<file path="src/rtl/cpu_pkg.sv">
// ============================================================================
// Module : cpu_pkg
// Shared constants and types for the five-stage MIPS pipeline.
// Rev    : 1.0
// ============================================================================
`default_nettype none

package cpu_pkg;

    localparam logic [31:0] RESET_PC  = 32'h0000_0000;
    localparam logic [31:0] NOP_INSTR = 32'h0000_0000;
    localparam logic [31:0] PC_INC    = 32'd4;

    typedef enum logic [0:0] {
        RUN     = 1'b0,
        BP_WAIT = 1'b1
    } bp_state_t;

endpackage

`default_nettype wire

</file>
<file path="src/rtl/pc_reg.sv">
// ============================================================================
// Module : pc_reg
// Program counter with async reset, load enable and redirect mux.
// Rev    : 1.0
// ============================================================================
`default_nettype none

module pc_reg #(
    parameter logic [31:0] RESET_PC = cpu_pkg::RESET_PC
) (
    input  logic        clk,
    input  logic        rst_n,
    input  logic        load_en,
    input  logic        redirect,
    input  logic [31:0] redirect_target,
    output logic [31:0] pc,
    output logic [31:0] pc_plus4
);
    import cpu_pkg::*;

    logic [31:0] pc_next;

    assign pc_plus4 = pc + PC_INC;

    // Redirect overrides a hold; the caller folds hold into load_en.
    always_comb begin
        pc_next = pc;
        if (redirect)
            pc_next = redirect_target;
        else if (load_en)
            pc_next = pc_plus4;
    end

    always_ff @(posedge clk or negedge rst_n) begin
        if (!rst_n)
            pc <= RESET_PC;
        else
            pc <= pc_next;
    end

endmodule

`default_nettype wire

</file>
<file path="src/rtl/if_stage.sv">
// ============================================================================
// Module : if_stage
// Instruction fetch: PC, IF/ID register, breakpoint FSM and fetch counter.
// Rev    : 1.0
// ============================================================================
`default_nettype none

module if_stage #(
    parameter logic [31:0] RESET_PC  = cpu_pkg::RESET_PC,
    parameter logic [31:0] NOP_INSTR = cpu_pkg::NOP_INSTR
) (
    input  logic        clk,
    input  logic        rst_n,
    output logic [31:0] imem_addr,
    input  logic [31:0] imem_rdata,
    input  logic        stall,
    input  logic        stall_breakpoint,
    input  logic        continue_en,
    input  logic        redirect,
    input  logic [31:0] redirect_target,
    output logic [31:0] if_id_instruction,
    output logic [31:0] if_id_pc_next,
    output logic        flush_id,
    output logic        bp_halted,
    output logic [31:0] fetch_count
);
    import cpu_pkg::*;

    logic        hold;
    logic        advance;
    logic [31:0] pc;
    logic [31:0] pc_plus4;
    bp_state_t   state;
    bp_state_t   state_next;

    assign hold      = stall | (stall_breakpoint & ~continue_en);
    assign advance   = ~redirect & ~hold;
    assign imem_addr = pc;
    assign flush_id  = redirect;
    assign bp_halted = (state == BP_WAIT);

    pc_reg #(
        .RESET_PC (RESET_PC)
    ) u_pc_reg (
        .clk             (clk),
        .rst_n           (rst_n),
        .load_en         (~hold),
        .redirect        (redirect),
        .redirect_target (redirect_target),
        .pc              (pc),
        .pc_plus4        (pc_plus4)
    );

    // IF/ID register: bubble on redirect, freeze on hold.
    always_ff @(posedge clk or negedge rst_n) begin
        if (!rst_n) begin
            if_id_instruction <= NOP_INSTR;
            if_id_pc_next     <= 32'd0;
        end else if (redirect) begin
            if_id_instruction <= NOP_INSTR;
            if_id_pc_next     <= 32'd0;
        end else if (advance) begin
            if_id_instruction <= imem_rdata;
            if_id_pc_next     <= pc_plus4;
        end
    end

    always_ff @(posedge clk or negedge rst_n) begin
        if (!rst_n)
            fetch_count <= 32'd0;
        else if (advance)
            fetch_count <= fetch_count + 32'd1;
    end

    always_ff @(posedge clk or negedge rst_n) begin
        if (!rst_n)
            state <= RUN;
        else
            state <= state_next;
    end

    // State is observation only; stall decisions come from hold.
    always_comb begin
        state_next = state;
        case (state)
            RUN: begin
                if (stall_breakpoint & ~continue_en & ~redirect & ~stall)
                    state_next = BP_WAIT;
            end
            BP_WAIT: begin
                if (continue_en | redirect)
                    state_next = RUN;
            end
            default: state_next = RUN;
        endcase
    end

endmodule

`default_nettype wire

</file>
<file path="config.mk">
export PLATFORM = sky130hd
export DESIGN_NAME = if_stage
export DESIGN_NICKNAME = d
export VERILOG_FILES = /design/src/rtl/cpu_pkg.sv /design/src/rtl/pc_reg.sv /design/src/rtl/if_stage.sv
export SDC_FILE = /design/constraint.sdc
export NUM_CORES = 1
export LEC_CHECK = 0
export CAP_MARGIN = 5
export CORE_MARGIN = 10
export CORE_UTILIZATION = 40
export DETAILED_ROUTE_END_ITERATION = 16
export PLACE_DENSITY_LB_ADDON = 0.08
export SLEW_MARGIN = 5
export SYNTH_ARGS = -nofsm -noshare
export SYNTH_HDL_FRONTEND = slang
export SYNTH_HIERARCHICAL = 1
export SYNTH_SLANG_ARGS = --single-unit
</file>
<file path="constraint.sdc">
create_clock -name clk -period 3.18 [get_ports clk]
set_clock_uncertainty 0.1 [all_clocks]
set_input_delay 0.318 -clock clk [delete_from_list [all_inputs] [get_ports clk]]
set_output_delay 0.318 -clock clk [all_outputs]
set_load 0.01 [all_outputs]
</file>
==> key figures <==
Pwr
  • Peak VDD IR: 0.3318 mV
  • Pwr dens: 524.9 nW/um^2
  • Static leakage: 3.717 nW
  • Final Power: between 4 and 5 mW

Critical path
  • CP arrival: 2.69 ns
  • Crit Path Class: reg -> reg
  • Reg-to-reg slack, setup: 0.73 ns
  • R2R cell count: 5
  • RR Endpoint: u_pc_reg/pc[22]
  • CP Max Fanout: 8
  • CP Launch Type: flop
  • RR Startpoint: u_pc_reg/pc[2]
  • Worst EP required: 3.41 ns
  • CP Capture Type: flop

Yosys
  • Cells after synthesis: 698
  • Count of cell types in the netlist: approximately 40
  • Synth Area in XOR/XNOR: 10.06%
  • Mux cell area share after synthesis: about 1.0%
  • Syn avg cell area: a little over 9 um^2
  • Share of the synthesized area in the top cell type: 50.79%
  • Part of the Yosys area used for sequential elements: 50.79%
  • Largest family of logic cells by synthesized area: simple AND/OR/NAND/NOR gates
  • Post-synth top area cell: dfrtp_1
  • Post-synthesis simple-gate area fraction: 24.53%
  • Mapped Nets: a little under 800
  • Cell area after synthesis: 6356 um^2
  • Compound-Gate Fraction of Synth Area: about 9.3%
  • Yosys warns: 6
  • Yosys reg bits: 129
  • Top area cells in the synthesized netlist: dfrtp_1 51%, nand2_1 10%, xnor2_1 6.8%
  • Adder-Cell Fraction of Synth Area: 0.3937%

GRT
  • Antenna violations before repair: 0
  • Largest net degree at the start of global routing: 67
  • Grt ovf: 0
  • Vias in the first global route: about 5800
  • Total global-route track usage: between 15 and 20%
  • First-pass GRT wire length: 31660 um

Final layout
  • Area Overhead vs Synth: 43.50%
  • # diodes: 0
  • Share of post-route cells with drive strength above 1: 5.836%
  • Filler cell count: approximately 1400
  • Post-route insts no fill: ~1100
  • Final net count: 950

Floorplanning
  • Initial Util: 40.45%
  • Site row count: 46
  • IO Pins: 200
  • Die Ht: 146.1 um
  • Die width: 146.1 um
  • Core region area: 15710 um^2
  • Die area: 21330 um^2

Route
  • DRC violations left: 0
  • Final wirelength: 19570 um
  • First-pass detailed-route iteration total: 4
  • Via Count: 5708
  • Antenna-violating nets left: 0
  • Vias per cell: 5.156
  • Initial DRC count: 314
  • WL per Instance: 17.68 um

Worst hold path
  • Hold Crit Class: in -> async

Placement
  • DPL Wire Length: 14450 um
  • Gp weighted congestion: 0.8657
  • # placed instances: 1074
  • Port bufs: 199

Timing
  • Final Max Slew Viols: 0
  • Fin crit period: 2.455 ns
  • Worst-Margin Slew: 0.7016 ns
  • Fin Hold WS: around 0.32 ns
  • Max frequency: 407.4 MHz
  • Setup_tns: 0 ns
  • Final setup fails: 0
  • Final Hold Viols: 0
  • Max-slew headroom: 53.23%
  • RSZ-0062 raised after global routing: false
  • Fin crit share: 77.20%

CTS
  • Clk_lat worst skew: ~0.42 ns
  • CTS tree: done
  • Reg clk slew, reported paths: 0.06 ns
  • Clock sink count: 129
  • CTS root buffer: clkbuf_16
  • # hold bufs at CTS: 1
  • CTS Buf Count: 17
  • Buffer levels on the longest clock path: 2
  • H-tree Lvls: 4
  • Setup bufs post-CTS: 0
  • CTS-repair resized insts: 0

Run
  • Total of max-cap violations: 0

Status
  • Outcome: finished, final reports clean
==> layer usage <==
layer | track usage [%] | up-vias | share of wire (%)
met1 | 22.53 | 2743 | 44
met2 | 29.16 | 189 | 47
li1 | - | 2752 | -
met3 | 5.995 | 24 | 7.4
met4 | 6.406 | 0 | 1.7
met5 | 0 | - | 0
==> layout make-up <==
class | count | area (um^2) | share of cell area, %
clock buffers | 23 | 478.0 | 5.240
clock inverters | 9 | 153.9 | 1.687
inverters | 9 | 33.78 | 0.3704
multi-input cells | 512 | 2880 | 31.58
flip-flops and latches | 129 | 3228 | 35.39
well taps | 216 | 270.3 | 2.963
repair buffers | 209 | 2077 | 22.77
==> kinds of logic (layout without fill, tap and decap cells) <==
family          after synthesis  in the layout
xor+xnor                     73             73
fa+ha+maj                     2              2
mux                           6              6
simple gates                324            324
buf+inv                      57            250
compound gates              107            107
flops                       129            129
==> layout by cell type (no fill, tap or decap), drive strengths merged, types with 23 or more instances in the layout <==
| cell type | n |
|---|---|
| nand4 | 24 |
| clkdlybuf4s50 | 197 |
| nor2 | 29 |
| nand3 | 30 |
| xnor2 | 49 |
| dfrtp | 129 |
| a21oi | 66 |
| nand2 | 174 |
| xor2 | 24 |
| clkbuf | 23 |
==> stage by stage <==
step	instance area (um^2)	utilization (%)	setup WS (ns)
global placement	8479	53.97	0.5146
global route	9121	58.05	0.5548
finish	9121	58.05	0.7251
CTS	9121	58.05	0.7309
floorplan	6356	-	0.6652
detailed placement	8479	53.97	0.3839
==> how the worst max path moves through the flow <==
stage                                  to  cells after the start      startpoint
after global placement    u_pc_reg/pc[22]                      8     continue_en
after detailed placement  u_pc_reg/pc[22]                      8     continue_en
final                     u_pc_reg/pc[22]                      5  u_pc_reg/pc[2]
after floorplan           u_pc_reg/pc[28]                     10     continue_en
after global routing      u_pc_reg/pc[22]                      5  u_pc_reg/pc[2]
after CTS                 u_pc_reg/pc[22]                      5  u_pc_reg/pc[2]
==> worst max-delay path, stage by stage, from the launching register on <==
cell	delay, ns
dfrtp_1	0.47
ha_1	0.33
nand4_1	0.24
or4_1	0.60
or4_1	0.45
a31oi_1	0.18
==> where the power goes <==
group,total (mW),switching [mW],internal (mW)
Sequential,1.93,0.165,1.76
Combinational,0.788,0.370,0.418
Clock,2.07,0.698,1.37
Total,4.79,1.23,3.55
==> Yosys cell counts, drive strengths merged <==
library cell / number
nand2: 174
dfrtp: 129
a21oi: 66
xnor2: 49
nand3: 30
nor2: 29
buf: 25
nand4: 24
xor2: 24
clkbuf: 23
o21ai: 16
and3: 14
a31oi: 13
or4: 12
and4: 10
inv: 8
nor3: 7
nor4: 7
o31ai: 7
mux2: 5
nand2b: 4
and2: 3
o31a: 3
or3: 3
ha: 2
nand3b: 2
nor2b: 2
a31o: 1
and3b: 1
clkinv: 1
mux2i: 1
nand4b: 1
nor3b: 1
o41ai: 1
Power figures use the tool's default switching activity.
